File: config.mk
export PLATFORM = sky130hd
export DESIGN_NAME = change_dispenser_flat
export DESIGN_NICKNAME = d
export VERILOG_FILES = /design/src/rtl/change_dispenser_pkg.sv /design/src/rtl/change_dispenser_if.sv /design/src/rtl/change_dispenser_hopper_timer.sv /design/src/rtl/change_dispenser.sv /design/src/flat_wrapper.sv
export SDC_FILE = /design/constraint.sdc
export NUM_CORES = 1
export LEC_CHECK = 0
export BUFFER_PORTS_ARGS = -buffer_cell sky130_fd_sc_hd__buf_2
export CORE_ASPECT_RATIO = 1.1
export CORE_UTILIZATION = 56
export CTS_BUF_LIST = sky130_fd_sc_hd__clkbuf_8
export DETAILED_ROUTE_END_ITERATION = 7
export HOLD_SLACK_MARGIN = 0.03
export PLACE_DENSITY = 0.75
export SYNTH_ARGS = -nofsm -noshare
export SYNTH_HDL_FRONTEND = slang
export SYNTH_SLANG_ARGS = --single-unit
File: constraint.sdc
create_clock -name clk -period 5.3 [get_ports clk]
set_input_delay 0.53 -clock clk [delete_from_list [all_inputs] [get_ports clk]]
set_output_delay 0.53 -clock clk [all_outputs]
set_load 0.05 [all_outputs]
File: src/rtl/change_dispenser_pkg.sv
// Shared constants and state encodings for the change dispenser.
// Coin values, denomination indices and FSM/timer state types.
package change_dispenser_pkg;

    localparam logic [4:0] NICKEL_C  = 5'd5;
    localparam logic [4:0] DIME_C    = 5'd10;
    localparam logic [4:0] QUARTER_C = 5'd25;

    localparam logic [1:0] D_NICK  = 2'd0;
    localparam logic [1:0] D_DIME  = 2'd1;
    localparam logic [1:0] D_QUART = 2'd2;

    typedef enum logic [2:0] {
        S_IDLE,
        S_SELECT,
        S_EJECT,
        S_WAIT_SENSE,
        S_DONE
    } state_t;

    typedef enum logic [1:0] {
        T_IDLE,
        T_PULSE,
        T_ACK
    } tphase_t;

    function automatic logic [4:0] coin_value(input logic [1:0] d);
        case (d)
            D_QUART: return QUARTER_C;
            D_DIME:  return DIME_C;
            default: return NICKEL_C;
        endcase
    endfunction

endpackage

File: src/rtl/change_dispenser_if.sv
// Request/status and hopper-side signals of the change dispenser.
// master = vending machine / hopper environment, slave = dispenser.
interface change_dispenser_if #(
    parameter int CNT_W   = 5,
    parameter int SHORT_W = 11
);
    logic               load;
    logic [CNT_W-1:0]   quart_in;
    logic [CNT_W-1:0]   dim_in;
    logic [CNT_W-1:0]   nick_in;
    logic [2:0]         hopper_empty;
    logic               coin_sensed;
    logic               ready;
    logic [2:0]         eject;
    logic               done;
    logic [SHORT_W-1:0] shortfall;
    logic               fault;

    modport master (
        output load, quart_in, dim_in, nick_in, hopper_empty, coin_sensed,
        input  ready, eject, done, shortfall, fault
    );

    modport slave (
        input  load, quart_in, dim_in, nick_in, hopper_empty, coin_sensed,
        output ready, eject, done, shortfall, fault
    );

endinterface

File: src/rtl/change_dispenser_hopper_timer.sv
// Per-coin timer: counts the solenoid pulse, then the sensor acknowledge window.
// Returns to idle on coin_sensed, on timeout, or on rst.
module hopper_timer
    import change_dispenser_pkg::*;
#(
    parameter int PULSE_CYCLES = 4,
    parameter int ACK_TIMEOUT  = 16
) (
    input  logic clk,
    input  logic rst,
    input  logic start,
    input  logic coin_sensed,
    output logic pulse_active,
    output logic pulse_last,
    output logic timeout
);
    localparam int TMAX = (PULSE_CYCLES > ACK_TIMEOUT) ? PULSE_CYCLES : ACK_TIMEOUT;
    localparam int TW   = $clog2(TMAX + 1);

    tphase_t       phase;
    logic [TW-1:0] cnt;

    always_ff @(posedge clk) begin
        if (rst) begin
            phase <= T_IDLE;
            cnt   <= '0;
        end else begin
            case (phase)
                T_IDLE: begin
                    if (start) begin
                        phase <= T_PULSE;
                        cnt   <= TW'(PULSE_CYCLES - 1);
                    end
                end
                T_PULSE: begin
                    if (cnt == '0) begin
                        phase <= T_ACK;
                        cnt   <= TW'(ACK_TIMEOUT - 1);
                    end else begin
                        cnt <= cnt - TW'(1);
                    end
                end
                T_ACK: begin
                    if (coin_sensed || cnt == '0) begin
                        phase <= T_IDLE;
                    end else begin
                        cnt <= cnt - TW'(1);
                    end
                end
                default: phase <= T_IDLE;
            endcase
        end
    end

    assign pulse_active = (phase == T_PULSE);
    assign pulse_last   = (phase == T_PULSE) && (cnt == '0);
    assign timeout      = (phase == T_ACK) && (cnt == '0) && !coin_sensed;

endmodule

File: src/rtl/change_dispenser.sv
// Pays out quarter/dime/nickel counts one coin at a time with sensor confirmation.
// Optional feature: define CHANGE_SUBSTITUTE_EN to replace empty/jammed coins with smaller ones.
module change_dispenser
    import change_dispenser_pkg::*;
#(
    parameter int CNT_W        = 5,
    parameter int PULSE_CYCLES = 4,
    parameter int ACK_TIMEOUT  = 16,
    parameter int SHORT_W      = 11
) (
    input logic               clk,
    input logic               rst,
    change_dispenser_if.slave bus
);
`ifdef CHANGE_SUBSTITUTE_EN
    // substitution can stack quarters and dimes onto the nickel count
    localparam int CW = CNT_W + 3;
`else
    localparam int CW = CNT_W + 2;
`endif

    state_t             state, state_n;
    logic [CW-1:0]      cnt   [3];
    logic [CW-1:0]      cnt_n [3];
    logic [2:0]         jam, jam_n;
    logic [1:0]         d, d_n, sel;
    logic [SHORT_W-1:0] short_r, short_n;
    logic               fault_r, fault_n;
    logic               any, start;
    logic               pulse_active, pulse_last, timeout;

    hopper_timer #(
        .PULSE_CYCLES (PULSE_CYCLES),
        .ACK_TIMEOUT  (ACK_TIMEOUT)
    ) u_timer (
        .clk          (clk),
        .rst          (rst),
        .start        (start),
        .coin_sensed  (bus.coin_sensed),
        .pulse_active (pulse_active),
        .pulse_last   (pulse_last),
        .timeout      (timeout)
    );

    always_ff @(posedge clk) begin
        if (rst) begin
            state   <= S_IDLE;
            cnt     <= '{default: '0};
            jam     <= '0;
            d       <= D_NICK;
            short_r <= '0;
            fault_r <= 1'b0;
        end else begin
            state   <= state_n;
            cnt     <= cnt_n;
            jam     <= jam_n;
            d       <= d_n;
            short_r <= short_n;
            fault_r <= fault_n;
        end
    end

    always_comb begin
        sel = D_NICK;
        if (cnt[D_QUART] != '0)     sel = D_QUART;
        else if (cnt[D_DIME] != '0) sel = D_DIME;
        any = (cnt[D_QUART] | cnt[D_DIME] | cnt[D_NICK]) != '0;
    end

    always_comb begin
        state_n = state;
        cnt_n   = cnt;
        jam_n   = jam;
        d_n     = d;
        short_n = short_r;
        fault_n = fault_r;
        start   = 1'b0;
        case (state)
            S_IDLE: begin
                if (bus.load) begin
                    cnt_n[D_QUART] = CW'(bus.quart_in);
                    cnt_n[D_DIME]  = CW'(bus.dim_in);
                    cnt_n[D_NICK]  = CW'(bus.nick_in);
                    short_n        = '0;
                    state_n        = S_SELECT;
                end
            end
            S_SELECT: begin
                if (!any) begin
                    state_n = S_DONE;
                end else if (bus.hopper_empty[sel] || jam[sel]) begin
`ifdef CHANGE_SUBSTITUTE_EN
                    if (sel == D_QUART) begin
                        cnt_n[D_DIME] = cnt[D_DIME] + (cnt[D_QUART] << 1);
                        cnt_n[D_NICK] = cnt[D_NICK] + cnt[D_QUART];
                    end else if (sel == D_DIME) begin
                        cnt_n[D_NICK] = cnt[D_NICK] + (cnt[D_DIME] << 1);
                    end else begin
                        short_n = short_r + SHORT_W'(cnt[sel]) * SHORT_W'(coin_value(sel));
                    end
`else
                    short_n = short_r + SHORT_W'(cnt[sel]) * SHORT_W'(coin_value(sel));
`endif
                    cnt_n[sel] = '0;
                end else begin
                    d_n     = sel;
                    start   = 1'b1;
                    state_n = S_EJECT;
                end
            end
            S_EJECT: begin
                if (pulse_last) state_n = S_WAIT_SENSE;
            end
            S_WAIT_SENSE: begin
                if (bus.coin_sensed) begin
                    cnt_n[d] = cnt[d] - CW'(1);
                    state_n  = S_SELECT;
                end else if (timeout) begin
                    fault_n = 1'b1;
                    jam_n[d] = 1'b1;
`ifndef CHANGE_SUBSTITUTE_EN
                    short_n  = short_r + SHORT_W'(cnt[d]) * SHORT_W'(coin_value(d));
                    cnt_n[d] = '0;
`endif
                    // with substitution the remaining count, in-flight coin included,
                    // is converted by SELECT now that the hopper is marked jammed
                    state_n = S_SELECT;
                end
            end
            S_DONE:  state_n = S_IDLE;
            default: state_n = S_IDLE;
        endcase
    end

    assign bus.ready     = (state == S_IDLE);
    assign bus.done      = (state == S_DONE);
    assign bus.eject     = (state == S_EJECT && pulse_active) ? (3'b001 << d) : 3'b000;
    assign bus.shortfall = short_r;
    assign bus.fault     = fault_r;

endmodule

File: src/flat_wrapper.sv
// flat-port wrapper written by rule: the top's interface ports become plain ports
module change_dispenser_flat import change_dispenser_pkg::*;
#(
    parameter int CNT_W        = 5,
    parameter int PULSE_CYCLES = 4,
    parameter int ACK_TIMEOUT  = 16,
    parameter int SHORT_W      = 11
)
  (clk, rst, bus_load, bus_quart_in, bus_dim_in, bus_nick_in, bus_hopper_empty, bus_coin_sensed, bus_ready, bus_eject, bus_done, bus_shortfall, bus_fault);
  change_dispenser_if #(.CNT_W(CNT_W), .SHORT_W(SHORT_W)) bus_i ();
  input logic clk;
  input logic rst;
  input wire logic [$bits(bus_i.load)-1:0] bus_load;
  input wire logic [$bits(bus_i.quart_in)-1:0] bus_quart_in;
  input wire logic [$bits(bus_i.dim_in)-1:0] bus_dim_in;
  input wire logic [$bits(bus_i.nick_in)-1:0] bus_nick_in;
  input wire logic [$bits(bus_i.hopper_empty)-1:0] bus_hopper_empty;
  input wire logic [$bits(bus_i.coin_sensed)-1:0] bus_coin_sensed;
  output wire logic [$bits(bus_i.ready)-1:0] bus_ready;
  output wire logic [$bits(bus_i.eject)-1:0] bus_eject;
  output wire logic [$bits(bus_i.done)-1:0] bus_done;
  output wire logic [$bits(bus_i.shortfall)-1:0] bus_shortfall;
  output wire logic [$bits(bus_i.fault)-1:0] bus_fault;
  assign bus_i.load = bus_load;
  assign bus_i.quart_in = bus_quart_in;
  assign bus_i.dim_in = bus_dim_in;
  assign bus_i.nick_in = bus_nick_in;
  assign bus_i.hopper_empty = bus_hopper_empty;
  assign bus_i.coin_sensed = bus_coin_sensed;
  assign bus_ready = bus_i.ready;
  assign bus_eject = bus_i.eject;
  assign bus_done = bus_i.done;
  assign bus_shortfall = bus_i.shortfall;
  assign bus_fault = bus_i.fault;
  change_dispenser #(.CNT_W(CNT_W), .PULSE_CYCLES(PULSE_CYCLES), .ACK_TIMEOUT(ACK_TIMEOUT), .SHORT_W(SHORT_W)) u_core (.clk(clk), .rst(rst), .bus(bus_i));
endmodule
==> flow_metrics.py <==
metrics = {
    "status": {
        "outcome": "finished, final reports clean",
    },
    "timing": {
        "slew-limit-headroom_pct": 33.1,
        "hold_viol": 0,
        "worst_pin_slew_ps": 1000,
        "final_max_slew_viol_count": 0,
        "setup_violations": 0,
        "finClkSkew_ps": 6.89,
        "setup-tns-final_ps": 0,
        "min_period_ps": 5020,
        "finalCritPeriodShare_pct": 94.7,
        "rsz0062_at_grt": "no",
        "fmax_ghz": 0.199,
    },
    "grt": {
        "antenna_found_initial": 0,
        "track_usage_pct": 31.5,
        "grt_overflow": 0,
        "grt_max_degree": 52,
        "grt_pass1_vias": 4551,
        "grt_pass1_wl_mm": 23.1,
    },
    "synth": {
        "yosysUniqueCellTypes": 63,
        "seq_area_frac_synth_pct": 18.4,
        "syn-num-nets": 743,
        "synth_area_leader_cell": "dfxtp_1",
        "synth_cells": 630,
        "syn_area_sq_um": 5220,
        "synth_top_cells_by_area": "dfxtp_1, fa_1, ha_1",
        "synth-main-ff-cell": "dfxtp_1",
        "syn_avg_cell_area_sq_um": 8.29,
        "async_reset_ff_share_pct": 0,
        "yosysWarnings": 0,
        "ys_seq_elements": 48,
        "synth_edf_count": 0,
        "yosysTopAreaCellShare_pct": 18.4,
    },
    "run": {
        "cap_viol_max_count": 0,
    },
    "critical_path": {
        "crit_arrival_ps": 5240,
        "start_kind": "flip-flop",
        "cp_max_fo": 6,
        "cp_slowest_stage_delay_ps": 580,
        "path_class": "flip-flop to flip-flop",
        "cpMaxStageDelayCell": "or4_4",
        "cp.required_ps": 5530,
        "cp_common_cell": "fa_1",
        "crit_path_cell_trace": "or4_4, or4_1, nor2_1, nand2_1, fa_1, fa_1, fa_1, inv_1, ha_1, nor2b_1, o31a_1, o21ai_0, o21ai_0, xnor2_1, nand2_1, a41o_1",
        "worstSetupEndpointType": "flip-flop",
    },
    "drt": {
        "wl_per_cell_microns": 18.3,
        "vias": 4657,
        "ant_nets": 0,
        "dr.pass1.iters": 5,
        "drtIter0Drc": 241,
        "route.detailed.drc": 0,
        "finalWirelength_mm": 14.3,
        "viasPerCell": 5.99,
    },
    "clocking": {
        "cts_root_buf": "clkbuf_8",
        "tritoncts": "done",
        "ctsHtreeMaxLevel": 2,
        "cts_inserted_buffers": 5,
        "hold_buffers": 0,
        "cts_sinks": 48,
        "cts_buffer_depth": 2,
        "path_clk_slew_ps": 110,
        "worstSkewPairLatency_ps": 330,
    },
    "floorplanning": {
        "die_y_microns": 103,
        "die_area_sq_um": 9720,
        "initial_core_util_pct": 58.3,
        "io_pins": 39,
        "coreArea_sq_um": 8960,
        "die_w_microns": 94.1,
        "rows": 36,
    },
    "placement": {
        "globalplace.congestion": 0.932,
        "port_buffers": 38,
        "hpwl_mm": 11.4,
    },
    "layout": {
        "layout.nets": 776,
        "drive_gt1_share_pct": 11.4,
        "syn_to_final_growth_pct": 9.56,
        "n_antenna_cell": 0,
    },
    "worst_hold_path": {
        "min_path_type": "input port to flip-flop",
    },
    "pwr": {
        "p_leak_nw": 2.68,
        "power_per_cell_area_nw_per_um2": 476,
        "ir_worst_vdd_v": 0.000251,
        "p_total_mw": 2.73,
    },
}
==> repair_timing <==
item                       CTS  global route
gates resized for setup      0             1
setup endpoints to repair    0             1
setup buffers                0             0
==> sequential cells by signal (all words and copies together), names as in the netlist <==
name and count:
u_core.bus.fault 1, u_core.bus.shortfall 11, u_core.cnt 21, u_core.d 2, u_core.jam 3, u_core.state 3
u_core.u_timer.cnt 5, u_core.u_timer.phase 2
==> power breakdown <==
group	total, mW	internal, mW	switching (mW)
clock	0.343	0.190	0.153
combinational	1.86	0.723	1.14
sequential	0.522	0.422	0.0998
==> metrics by stage <==
step	hold slack [ps]	util (%)	std cells	setup WS, ps	instance area, sq um
global placement	449	62.3	770	404	5580
finish	421	63.8	778	282	5720
global route	427	63.8	778	52.5	5720
detailed placement	458	62.3	770	323	5580
CTS	419	63.8	778	290	5720
floorplan	437	-	630	406	5220
==> layer usage <==
layer	track usage [%]	part of all wire, %	up-vias
li1	-	-	2203
met1	40.7	43	2247
met2	52.7	47	169
met3	4.46	5.3	38
met4	14.0	3.9	0
met5	0	0	-
==> worst max-delay path: cells and delay by family, from the launching register on <==
family	cells	cell delay [ps]
adder cells (fa/ha/maj)	4	1870
AND/OR/NAND/NOR	6	1620
AO/OA/AOI/OAI	4	820
flip-flops	1	400
XOR/XNOR	1	160
buffers and inverters	1	40
==> cells in the mapped netlist, drive strengths merged (6+ instances only) <==
library cell,count
a211oi,12
nor3,14
dfxtp,48
a21oi,25
nand2b,10
a22oi,19
nand3,7
clkbuf,25
nor2,65
a21o,7
o21ai,28
or2,7
nand2,45
o21a,6
buf,6
fa,48
inv,75
ha,43
and2,23
mux2i,17
nor3b,6
xor2,6
xnor2,18
nor2b,11
==> final timing paths <==
check / from / endpoint / slack [ps] / depth (start not counted)
hold / removal: bus_nick_in[0] / u_core.cnt[14]$_SDFFE_PP0P_ / 420 / 2
setup reg to reg: u_core.cnt[3]$_SDFFE_PP0P_ / u_core.bus.shortfall[10]$_SDFFE_PP0P_ / 280 / 16
setup / recovery: u_core.cnt[3]$_SDFFE_PP0P_ / u_core.bus.shortfall[10]$_SDFFE_PP0P_ / 280 / 16
hold reg to reg: u_core.jam[1]$_SDFFE_PP0P_ / u_core.jam[1]$_SDFFE_PP0P_ / 480 / 2
==> cells in the final DEF, fill, tap and decap left out, types with 5 or more instances in the layout <==
cell / synthesis / routed
a21o_1: 7 / 7
nand3_1: 7 / 7
o21ai_0: 23 / 23
nor3b_1: 6 / 6
nand2b_1: 10 / 10
o22ai_1: 5 / 5
clkbuf_8: 0 / 5
a22oi_1: 19 / 19
nor3_1: 14 / 14
fa_1: 48 / 48
nand2_1: 45 / 45
nor2_1: 65 / 65
dfxtp_1: 48 / 47
o21a_1: 6 / 6
buf_4: 0 / 19
nor2b_1: 11 / 11
inv_1: 75 / 75
a21oi_1: 24 / 24
xor2_1: 6 / 6
mux2i_1: 17 / 17
and2_1: 23 / 23
buf_2: 4 / 38
a211oi_1: 11 / 11
xnor2_1: 18 / 18
ha_1: 43 / 43
o2bb2ai_1: 5 / 5
or2_1: 5 / 5
==> cell families (layout without fill, tap and decap cells) <==
| family | after synthesis | in the layout | synth area share (%) |
|---|---|---|---|
| simple gates | 204 | 204 | 19.2 |
| compound gates | 138 | 138 | 18.6 |
| buf+inv | 107 | 141 | 7.79 |
| fa+ha+maj | 91 | 91 | 28.7 |
| flops | 48 | 48 | 18.4 |
| xor+xnor | 24 | 24 | 4.02 |
| mux | 17 | 17 | 3.26 |
| other cells | 1 | 1 | 0.0718 |
==> area by class of cell <==
type | instances | area, sq um
Clock buffer | 5 | 68.8
Clock inverter | 3 | 68.8
Fill cell | 778 | 3240
Inverter | 76 | 285
Multi-Input combinational cell | 475 | 3860
Sequential cell | 48 | 962
Tap cell | 114 | 143
Timing Repair Buffer | 57 | 333
Note: power is estimated with default switching activity, not from simulation.
